--- config.mk ---
export PLATFORM = sky130hd
export DESIGN_NAME = hazard_stall_controller_flat
export DESIGN_NICKNAME = d
export VERILOG_FILES = /design/src/rtl/hazard_stall_controller_if.sv /design/src/rtl/hazard_stall_controller.sv /design/src/flat_wrapper.sv
export SDC_FILE = /design/constraint.sdc
export NUM_CORES = 1
export LEC_CHECK = 0
export ABC_AREA = 1
export BUFFER_PORTS_ARGS = -buffer_cell sky130_fd_sc_hd__clkbuf_2
export CORE_ASPECT_RATIO = 1.1
export CORE_MARGIN = 2
export CORE_UTILIZATION = 55
export DETAILED_ROUTE_END_ITERATION = 16
export GPL_TIMING_DRIVEN = 0
export PLACE_DENSITY = 0.9
export SYNTH_ARGS = -nofsm -noshare
export SYNTH_HDL_FRONTEND = slang
export SYNTH_SLANG_ARGS = --single-unit
--- constraint.sdc ---
create_clock -name clk -period 4.95 [get_ports clk]
set_input_delay 0.2475 -clock clk [delete_from_list [all_inputs] [get_ports clk]]
set_output_delay 0.2475 -clock clk [all_outputs]
set_load 0.02 [all_outputs]
--- src/rtl/hazard_stall_controller_if.sv ---
// rtl/hazard_stall_controller_if.sv - pipeline-to-hazard-controller signal bundle
// The pipeline side drives operands and memory status; the controller answers with stall/freeze controls.
interface hazard_stall_controller_if #(
  parameter int REG_ADDR_W = 4,
  parameter int CNT_W      = 16
);
  logic [REG_ADDR_W-1:0] src1;
  logic [REG_ADDR_W-1:0] src2;
  logic                  two_src;
  logic [REG_ADDR_W-1:0] exe_dest;
  logic                  exe_wb_en;
  logic                  exe_mem_r_en;
  logic [REG_ADDR_W-1:0] mem_dest;
  logic                  mem_wb_en;
  logic                  forward_en;
  logic                  mem_req;
  logic                  mem_ready;
  logic                  cnt_clr;
  logic                  hazard_detected;
  logic                  pipe_freeze;
  logic                  mem_timeout;
  logic [CNT_W-1:0]      stall_cnt;
  logic [CNT_W-1:0]      freeze_cnt;

  modport master (
    output src1, src2, two_src, exe_dest, exe_wb_en, exe_mem_r_en,
    output mem_dest, mem_wb_en, forward_en, mem_req, mem_ready, cnt_clr,
    input  hazard_detected, pipe_freeze, mem_timeout, stall_cnt, freeze_cnt
  );

  modport slave (
    input  src1, src2, two_src, exe_dest, exe_wb_en, exe_mem_r_en,
    input  mem_dest, mem_wb_en, forward_en, mem_req, mem_ready, cnt_clr,
    output hazard_detected, pipe_freeze, mem_timeout, stall_cnt, freeze_cnt
  );
endinterface

--- src/rtl/hazard_stall_controller.sv ---
// rtl/hazard_stall_controller.sv - ID-stage RAW hazard detection with memory-wait freeze
// Produces bubble/freeze controls, a sticky SRAM watchdog and saturating performance counters.
module hazard_stall_controller #(
  parameter int REG_ADDR_W = 4,
  parameter int CNT_W      = 16,
  parameter int TIMEOUT    = 255
) (
  input  logic                      clk,
  input  logic                      rst,
  hazard_stall_controller_if.slave  bus
);

  typedef enum logic {ST_RUN = 1'b0, ST_MEM_WAIT = 1'b1} state_t;

  localparam logic [15:0]      TIMEOUT_VAL = 16'(TIMEOUT);
  localparam logic [CNT_W-1:0] CNT_MAX     = {CNT_W{1'b1}};
  localparam logic [CNT_W-1:0] CNT_ONE     = CNT_W'(1);

  state_t                r_state;
  state_t                w_next_state;
  logic [15:0]           r_wait_cnt;
  logic                  r_timeout;
  logic [CNT_W-1:0]      r_stall_cnt;
  logic [CNT_W-1:0]      r_freeze_cnt;

  logic [REG_ADDR_W-1:0] w_src1;
  logic [REG_ADDR_W-1:0] w_src2;
  logic [REG_ADDR_W-1:0] w_exe_dest;
  logic [REG_ADDR_W-1:0] w_mem_dest;
  logic                  w_m1e;
  logic                  w_m1m;
  logic                  w_m2e;
  logic                  w_m2m;
  logic                  w_raw_hazard;
  logic                  w_freeze_raw;
  logic                  w_pipe_freeze;
  logic                  w_hazard;
  logic                  w_wait_step;

  assign w_src1     = bus.src1;
  assign w_src2     = bus.src2;
  assign w_exe_dest = bus.exe_dest;
  assign w_mem_dest = bus.mem_dest;

  assign w_m1e = bus.exe_wb_en & (w_src1 == w_exe_dest);
  assign w_m1m = bus.mem_wb_en & (w_src1 == w_mem_dest);
  assign w_m2e = bus.two_src & bus.exe_wb_en & (w_src2 == w_exe_dest);
  assign w_m2m = bus.two_src & bus.mem_wb_en & (w_src2 == w_mem_dest);

  // With forwarding, only a load in EXE cannot be bypassed in time.
  assign w_raw_hazard = bus.forward_en ? (bus.exe_mem_r_en & (w_m1e | w_m2e))
                                       : (w_m1e | w_m1m | w_m2e | w_m2m);

  always_ff @(posedge clk or posedge rst) begin
    if (rst) begin
      r_state <= ST_RUN;
    end else begin
      r_state <= w_next_state;
    end
  end

  always_comb begin
    w_next_state = r_state;
    case (r_state)
      ST_RUN:      if (bus.mem_req && !bus.mem_ready) w_next_state = ST_MEM_WAIT;
      ST_MEM_WAIT: if (bus.mem_ready) w_next_state = ST_RUN;
      default:     w_next_state = ST_RUN;
    endcase
  end

  // The held request is implied in MEM_WAIT, so mem_req is not consulted there.
  always_comb begin
    w_freeze_raw = 1'b0;
    case (r_state)
      ST_RUN:      w_freeze_raw = bus.mem_req & ~bus.mem_ready;
      ST_MEM_WAIT: w_freeze_raw = ~bus.mem_ready;
      default:     w_freeze_raw = 1'b0;
    endcase
  end

  assign w_pipe_freeze = w_freeze_raw & ~rst;
  assign w_hazard      = w_raw_hazard & ~w_pipe_freeze & ~rst;
  assign w_wait_step   = (r_state == ST_MEM_WAIT) & ~bus.mem_ready;

  always_ff @(posedge clk or posedge rst) begin
    if (rst) begin
      r_wait_cnt <= 16'd0;
      r_timeout  <= 1'b0;
    end else if (w_wait_step) begin
      if (r_wait_cnt != TIMEOUT_VAL) begin
        r_wait_cnt <= r_wait_cnt + 16'd1;
      end
      if ((r_wait_cnt + 16'd1) == TIMEOUT_VAL) begin
        r_timeout <= 1'b1;
      end
    end else begin
      r_wait_cnt <= 16'd0;
    end
  end

  always_ff @(posedge clk or posedge rst) begin
    if (rst) begin
      r_stall_cnt  <= '0;
      r_freeze_cnt <= '0;
    end else if (bus.cnt_clr) begin
      r_stall_cnt  <= '0;
      r_freeze_cnt <= '0;
    end else begin
      if (w_hazard && (r_stall_cnt != CNT_MAX)) begin
        r_stall_cnt <= r_stall_cnt + CNT_ONE;
      end
      if (w_pipe_freeze && (r_freeze_cnt != CNT_MAX)) begin
        r_freeze_cnt <= r_freeze_cnt + CNT_ONE;
      end
    end
  end

  assign bus.hazard_detected = w_hazard;
  assign bus.pipe_freeze     = w_pipe_freeze;
  assign bus.mem_timeout     = r_timeout;
  assign bus.stall_cnt       = r_stall_cnt;
  assign bus.freeze_cnt      = r_freeze_cnt;

endmodule

--- src/flat_wrapper.sv ---
// flat-port wrapper written by rule: the top's interface ports become plain ports
module hazard_stall_controller_flat 
#(
  parameter int REG_ADDR_W = 4,
  parameter int CNT_W      = 16,
  parameter int TIMEOUT    = 255
)
  (clk, rst, bus_src1, bus_src2, bus_two_src, bus_exe_dest, bus_exe_wb_en, bus_exe_mem_r_en, bus_mem_dest, bus_mem_wb_en, bus_forward_en, bus_mem_req, bus_mem_ready, bus_cnt_clr, bus_hazard_detected, bus_pipe_freeze, bus_mem_timeout, bus_stall_cnt, bus_freeze_cnt);
  hazard_stall_controller_if #(.REG_ADDR_W(REG_ADDR_W), .CNT_W(CNT_W)) bus_i ();
  input  logic clk;
  input  logic rst;
  input wire logic [$bits(bus_i.src1)-1:0] bus_src1;
  input wire logic [$bits(bus_i.src2)-1:0] bus_src2;
  input wire logic [$bits(bus_i.two_src)-1:0] bus_two_src;
  input wire logic [$bits(bus_i.exe_dest)-1:0] bus_exe_dest;
  input wire logic [$bits(bus_i.exe_wb_en)-1:0] bus_exe_wb_en;
  input wire logic [$bits(bus_i.exe_mem_r_en)-1:0] bus_exe_mem_r_en;
  input wire logic [$bits(bus_i.mem_dest)-1:0] bus_mem_dest;
  input wire logic [$bits(bus_i.mem_wb_en)-1:0] bus_mem_wb_en;
  input wire logic [$bits(bus_i.forward_en)-1:0] bus_forward_en;
  input wire logic [$bits(bus_i.mem_req)-1:0] bus_mem_req;
  input wire logic [$bits(bus_i.mem_ready)-1:0] bus_mem_ready;
  input wire logic [$bits(bus_i.cnt_clr)-1:0] bus_cnt_clr;
  output wire logic [$bits(bus_i.hazard_detected)-1:0] bus_hazard_detected;
  output wire logic [$bits(bus_i.pipe_freeze)-1:0] bus_pipe_freeze;
  output wire logic [$bits(bus_i.mem_timeout)-1:0] bus_mem_timeout;
  output wire logic [$bits(bus_i.stall_cnt)-1:0] bus_stall_cnt;
  output wire logic [$bits(bus_i.freeze_cnt)-1:0] bus_freeze_cnt;
  assign bus_i.src1 = bus_src1;
  assign bus_i.src2 = bus_src2;
  assign bus_i.two_src = bus_two_src;
  assign bus_i.exe_dest = bus_exe_dest;
  assign bus_i.exe_wb_en = bus_exe_wb_en;
  assign bus_i.exe_mem_r_en = bus_exe_mem_r_en;
  assign bus_i.mem_dest = bus_mem_dest;
  assign bus_i.mem_wb_en = bus_mem_wb_en;
  assign bus_i.forward_en = bus_forward_en;
  assign bus_i.mem_req = bus_mem_req;
  assign bus_i.mem_ready = bus_mem_ready;
  assign bus_i.cnt_clr = bus_cnt_clr;
  assign bus_hazard_detected = bus_i.hazard_detected;
  assign bus_pipe_freeze = bus_i.pipe_freeze;
  assign bus_mem_timeout = bus_i.mem_timeout;
  assign bus_stall_cnt = bus_i.stall_cnt;
  assign bus_freeze_cnt = bus_i.freeze_cnt;
  hazard_stall_controller #(.REG_ADDR_W(REG_ADDR_W), .CNT_W(CNT_W), .TIMEOUT(TIMEOUT)) u_core (.clk(clk), .rst(rst), .bus(bus_i));
endmodule
==> results of run 1 <==
-- cells in the mapped netlist, types with 2 or more instances --
master / count / share of area
a21oi_1: 5 / 0.0074
buf_6: 2 / 0.0067
clkbuf_1: 6 / 0.0067
dfrtp_1: 50 / 0.37
ha_1: 4 / 0.015
inv_1: 60 / 0.067
nand2_1: 148 / 0.17
nand2_2: 2 / 0.0037
nand3_1: 43 / 0.064
nand3_2: 2 / 0.0060
nand3b_1: 3 / 0.0067
nand4_1: 8 / 0.015
nor2_1: 89 / 0.099
nor2_2: 4 / 0.0074
nor3_1: 10 / 0.015
nor3_2: 2 / 0.0060
nor3b_1: 3 / 0.0067
o21ai_0: 10 / 0.015
o31ai_1: 5 / 0.011
xnor2_1: 7 / 0.018
xor2_1: 23 / 0.060
-- stage by stage --
| step | area [µm²] | instances | hold WS (ns) | setup slack, ns | total power, mW |
|---|---|---|---|---|---|
| floorplan | 3363 | 497 | 0.4071 | 3.137 | 0.4839 |
| global placement | 3755 | 633 | 0.4486 | 2.837 | 0.5147 |
| detailed placement | 3775 | 634 | 0.3224 | 3.045 | 0.5192 |
| CTS | 3891 | 643 | 0.1930 | 3.031 | 0.8033 |
| global route | 3891 | 643 | 0.2013 | 2.822 | 0.8331 |
| finish | 3891 | 643 | 0.2069 | 3.043 | 0.7955 |
-- power breakdown --
| part | leakage (nW) | switching (mW) | internal (mW) |
|---|---|---|---|
| logic | 1.20 | 0.0597 | 0.0315 |
| registers | 0.689 | 0.00654 | 0.413 |
| clock network | 0.0524 | 0.133 | 0.151 |
-- critical path: stages, from the launching register on --
cell,delay [ns]
dfrtp_1,0.42
ha_1,0.21
nand2_2,0.10
nor2_4,0.15
nand3_2,0.13
nor3_2,0.16
nand3_2,0.11
nand3_4,0.16
nand2_4,0.10
buf_6,0.15
nand2_1,0.06
nand2_1,0.05
-- sequential cells by signal, summed over array words and instances, names as in the netlist --
name,cells
u_core.bus.mem_timeout,1
u_core.r_wait_cnt,16
u_core.bus.stall_cnt,16
u_core.bus.freeze_cnt,16
u_core.r_state,1
-- logic make-up (layout without fill, tap and decap cells) --
group                      Yosys count  after routing  share of synthesized area
buffers and inverters               70            139                    0.08296
AOI/OAI and AO/OA                   26             26                    0.04539
adders and majority gates            4              4                    0.01488
xor gates and xnor gates            30             30                    0.07812
and+or+nand+nor                    317            317                     0.4066
DFF                                 50             50                     0.3720
-- layer usage --
metal	share of wire	wire length, µm
met5	0	0
met4	0.017	129
met3	0.047	358
met2	0.49	3753
met1	0.44	3381
-- worst min path at each step --
stage | startpoint | to | slack [ns] | cells past startpoint
2_1_floorplan | bus_mem_req | u_core.r_state$_DFF_PP0_ | 0.41 | 2
3_3_place_gp | u_core.bus.mem_timeout$_DFFE_PP0P_ | u_core.bus.mem_timeout$_DFFE_PP0P_ | 0.45 | 2
3_5_place_dp | rst | u_core.r_wait_cnt[3]$_DFFE_PP0P_ | 0.32 | 2
4_1_cts | bus_mem_req | u_core.r_state$_DFF_PP0_ | 0.19 | 3
5_1_grt | bus_mem_req | u_core.r_state$_DFF_PP0_ | 0.20 | 3
6_report | bus_mem_req | u_core.r_state$_DFF_PP0_ | 0.21 | 3
-- cell type report --
| type | instances | area (µm²) |
|---|---|---|
| plain buffers | 9 | 50.05 |
| flip-flops and latches | 50 | 1251 |
| fillers | 500 | 1951 |
| well taps | 77 | 96.34 |
| inverters | 61 | 229.0 |
| clock inverters | 1 | 30.03 |
| repair buffers | 61 | 325.3 |
| multi-input cells | 377 | 1833 |
| clock buffers | 7 | 76.32 |
==> qor.txt, run 1 <==
status: completed
global-route wire length before repair: 13390 µm
Max FO, Critical Path: 10
PwrDens: 204.4 nW/µm²
Remaining DRCs: 0
hold buffer count at cts: 1
P_leak: 1.941 nW
H-Tree Depth: 2
Clock Pin Slew Worst Setup and Hold Paths: 0.09 ns
Worst setup EP type: flip-flop
Top-Level Pins: 61
GPL Wtd Cong: 0.9219
WL/cell: 11.85 µm
Slew HR: 0.6583
CTS root buf: clkbuf_8
CP startpoint: u_core.bus.stall_cnt[0]$_DFFE_PP0P_
post-synthesis net count: 527
Layout area overhead: 15.70%
crit path DAT: 2.11 ns
Layout Nets: 595
unrepaired setup endpoints after global routing: no
share of cells above drive strength 1: 0.1484
Die X: 78.56 µm
GRT Overall Usage: 0.2444
ys flop type: dfrtp_1
met3 Track Usage GR: 0.03895
M1 GR Usage: 0.3068
GR Overflow Total: 0
most frequent cells in the layout: nand2_1 (148), nor2_1 (89), inv_1 (59), clkbuf_2 (59), dfrtp_1 (50)
VDD IR-drop max: 0.1512 mV
critical path endpoint: u_core.bus.stall_cnt[8]$_DFFE_PP0P_
Chip Height: 86.02 µm
Hold/Removal Path Class: input port to flip-flop
Die Area: 6757 µm²
syn_area_per_cell: 6.767 µm²
diodes inserted: 0
synth warn: 0
M2 GR Usage: 0.4258
Seq/Total Area, Yosys: 0.3720
fmax: 524.3 MHz
r2r worst-path depth: 11
initial antenna violation count: 0
Max Cap Viol: 0
max-slew violation count: 0
post-synth cell types: 32
Final min period: 1.907 ns
Max Root-Sink Buffers: 2
CTS resizes: 0
FP Rows: 29
Initial Util: 0.5757
Port Buf Inserts: 59
R2R Path Start: u_core.bus.stall_cnt[0]$_DFFE_PP0P_
Post-CTS Setup Bufs: 0
CP Data Required Time: 5.15 ns
Layout Skew: 0.006463 ns
EDFF count, synth: 0
drt via density: 5.201
Iteration-0 DRC Markers: 136
Post-Syn Area: 3363 µm²
clk sink count: 50
Setup CP Type: flip-flop to flip-flop
DPL Wire Length: 5931 µm
CTS tree: built
FFs w/ async S/R, synth: 1.000
Top Usage Layer GRT: met2
via count: 3344
final setup fails: 0
final wirelength: 7622 µm
final hold vios: 0
setup_tns: 0 ns
core area: 5842 µm²
commonest non-fill, non-tap cell in the layout: nand2_1
vias in the first global route: 3133
Final ANT Viol Nets: 0
worst slew pin tran: 0.5125 ns
startpoint class of the critical path: flip-flop
largest net degree at the start of global routing: 34
Final Cycle Share: 0.3853
total CTS buffers: 5
Mapped Cells: 497
later-pin clock latency in the skew report: 0.30 ns
reg2reg end: u_core.bus.stall_cnt[8]$_DFFE_PP0P_
Reg2Reg Setup Slack: 3.04 ns
post-synthesis register bit count: 50
DRT Pass-1 Iters: 5
final core occ: 0.6661
Power figures use the tool's default switching activity.
==> run 2, diff against run 1 <==
- ABC_AREA: 1 -> 0
- PLACE_DENSITY: 0.9 -> 0.91
- clock period: 4.95 -> 2 ns (I/O delays scaled with it)
==> run 2 against run 1 <==
Largest cell class unchanged. Clock power rose to 2.6 times the previous value. Register-to-register slack worse by 3.0 ns. Design area shrank 3.6%. Core utilization rose by 3.4 points. Critical path type unchanged.
==> qor.txt, run 2 <==
most frequent cells in the layout: clkbuf_2 (61), dfrtp_1 (47), nor2_1 (40)
Initial Util: 0.5642
P_leak: 1.614 nW
WL/cell: 16.44 µm
Worst setup EP type: flip-flop
Synth top area share: 0.4137
most common cell in the netlist: dfrtp_1
ys flop type: dfrtp_1
Layout Skew: 0.01222 ns
Iteration-0 DRC Markers: 187
Hold/Removal Path Class: input port to flip-flop
fmax: 510.0 MHz
initial antenna violation count: 0
CTS root buf: clkbuf_8
VDD IR-drop max: 0.3427 mV
FP Rows: 28
total CTS buffers: 5
drt via density: 6.058
GRT Overall Usage: 0.2573
synth warn: 0
Die X: 74.70 µm
post-synth cell types: 48
Power Total: 1.958 mW
Max Cap Viol: 0
Final Cycle Share: 0.9804
Fin Hold WS: 0.04644 ns
Worst Hold Launch: bus_cnt_clr
Clock Pin Slew Worst Setup and Hold Paths: 0.10 ns
Layout Nets: 437
pre-CTS setup slack: -0.4390 ns
H-Tree Depth: 2
clk sink count: 50
core area: 5360 µm²
post-synthesis net count: 358
Seq/Total Area, Yosys: 0.4137
GR Overflow Total: 0
syn_area_per_cell: 9.220 µm²
Die Area: 6108 µm²
startpoint class of the critical path: flip-flop
Post-Syn Area: 3024 µm²
Max FO, Critical Path: 6
Layout area overhead: 24.04%
final hold vios: 0
Max Root-Sink Buffers: 2
Final min period: 1.961 ns
global-route wire length before repair: 12010 µm
setup_tns: 0 ns
Port Buf Inserts: 60
share of cells above drive strength 1: 0.2672
Top-Level Pins: 61
post-synthesis register bit count: 50
diodes inserted: 0
EDFF count, synth: 0
final core occ: 0.6998
largest cells by area after synthesis: dfrtp_1 (41%), xnor2_1 (7.0%), xor2_1 (6.4%)
CTS tree: built
status: completed
GPL Wtd Cong: 0.9214
FFs w/ async S/R, synth: 1.000
crit path DAT: 2.21 ns
worst slew pin tran: 0.5965 ns
R2R Path Start: u_core.r_state$_DFF_PP0_
top post-synthesis cells by count: dfrtp_1 (50), nor2_1 (43), xnor2_1 (24)
later-pin clock latency in the skew report: 0.32 ns
unrepaired setup endpoints after global routing: yes
top cell type by total area after synthesis: dfrtp_1
CP startpoint: u_core.r_state$_DFF_PP0_
largest net degree at the start of global routing: 27
Chip Height: 81.77 µm
DPL Wire Length: 5133 µm
Final ANT Viol Nets: 0
max-slew violation count: 0
final wirelength: 7942 µm
final setup fails: 0
Setup CP Type: flip-flop to flip-flop
Mapped Cells: 328
Remaining DRCs: 0
via count: 2926
CP Data Required Time: 2.24 ns
Final WS setup: 0.03920 ns
vias in the first global route: 2752
Slew HR: 0.6002
commonest non-fill, non-tap cell in the layout: clkbuf_2
PwrDens: 522.0 nW/µm²
DRT Pass-1 Iters: 5
[run 2: worst max-delay path: stages, from the launching register on]
cell and delay, ns:
dfrtp_1 0.45, o21bai_4 0.24, inv_2 0.11, nor2_4 0.19, o211ai_1 0.20, or4b_1 0.53, a21oi_1 0.16
[run 2: path summary, 6_finish.rpt]
path / end / cells past startpoint / slack (ns)
worst min-delay path: u_core.bus.stall_cnt[10]$_DFFE_PP0P_ / 3 / 0.05
worst max register to register: u_core.bus.stall_cnt[9]$_DFFE_PP0P_ / 6 / 0.04
worst min register to register: u_core.bus.mem_timeout$_DFFE_PP0P_ / 2 / 0.47
worst max-delay path: u_core.bus.stall_cnt[9]$_DFFE_PP0P_ / 6 / 0.04
min in group asynchronous: u_core.bus.stall_cnt[11]$_DFFE_PP0P_ / 3 / 0.53
max in group asynchronous: u_core.bus.mem_timeout$_DFFE_PP0P_ / 4 / 1.03
[run 2: power by group]
part | switching [mW] | internal (mW)
clock | 0.358 | 0.374
combinational | 0.122 | 0.0795
sequential | 0.00919 | 1.02
total | 0.489 | 1.47
[run 2: metal layers]
metal / share of wire / vias up / track usage
li1: - / 1351 / -
met1: 0.39 / 1423 / 0.2836
met2: 0.53 / 130 / 0.4708
met3: 0.056 / 22 / 0.04785
met4: 0.022 / 0 / 0.1214
met5: 0 / - / 0
[run 2: cell type report]
cell class | instances | area (µm²)
repair buffers | 72 | 425.4
fillers | 400 | 1609
well taps | 75 | 93.84
plain buffers | 8 | 43.79
flip-flops and latches | 50 | 1255
clock buffers | 6 | 72.57
inverters | 8 | 33.78
repair inverters | 1 | 5.005
clock inverters | 2 | 37.54
multi-input cells | 261 | 1784
[run 2: per-stage QoR]
stage | cell area [µm²] | std cells
2_1_floorplan | 3028 | 328
3_3_place_gp | 3422 | 463
3_5_place_dp | 3422 | 463
4_1_cts | 3620 | 477
5_1_grt | 3751 | 483
6_report | 3751 | 483
[run 2: logic make-up after synthesis]
logic type,synth area share
flops,0.4137
fa+ha+maj,0.01655
mux,0.02813
xor+xnor,0.1332
simple gates,0.2809
buf+inv,0.02441
compound gates,0.1030
[run 2: what timing repair did]
| action | in CTS | in global routing |
|---|---|---|
| hold endpoints to repair | 24 | 0 |
| resized for setup | 9 | 16 |
| pin swaps | 2 | 5 |
| hold buffers | 2 | 0 |
| cloned | 1 | 0 |
| setup endpoints to repair | 27 | 16 |
| buffers inserted | 3 | 6 |
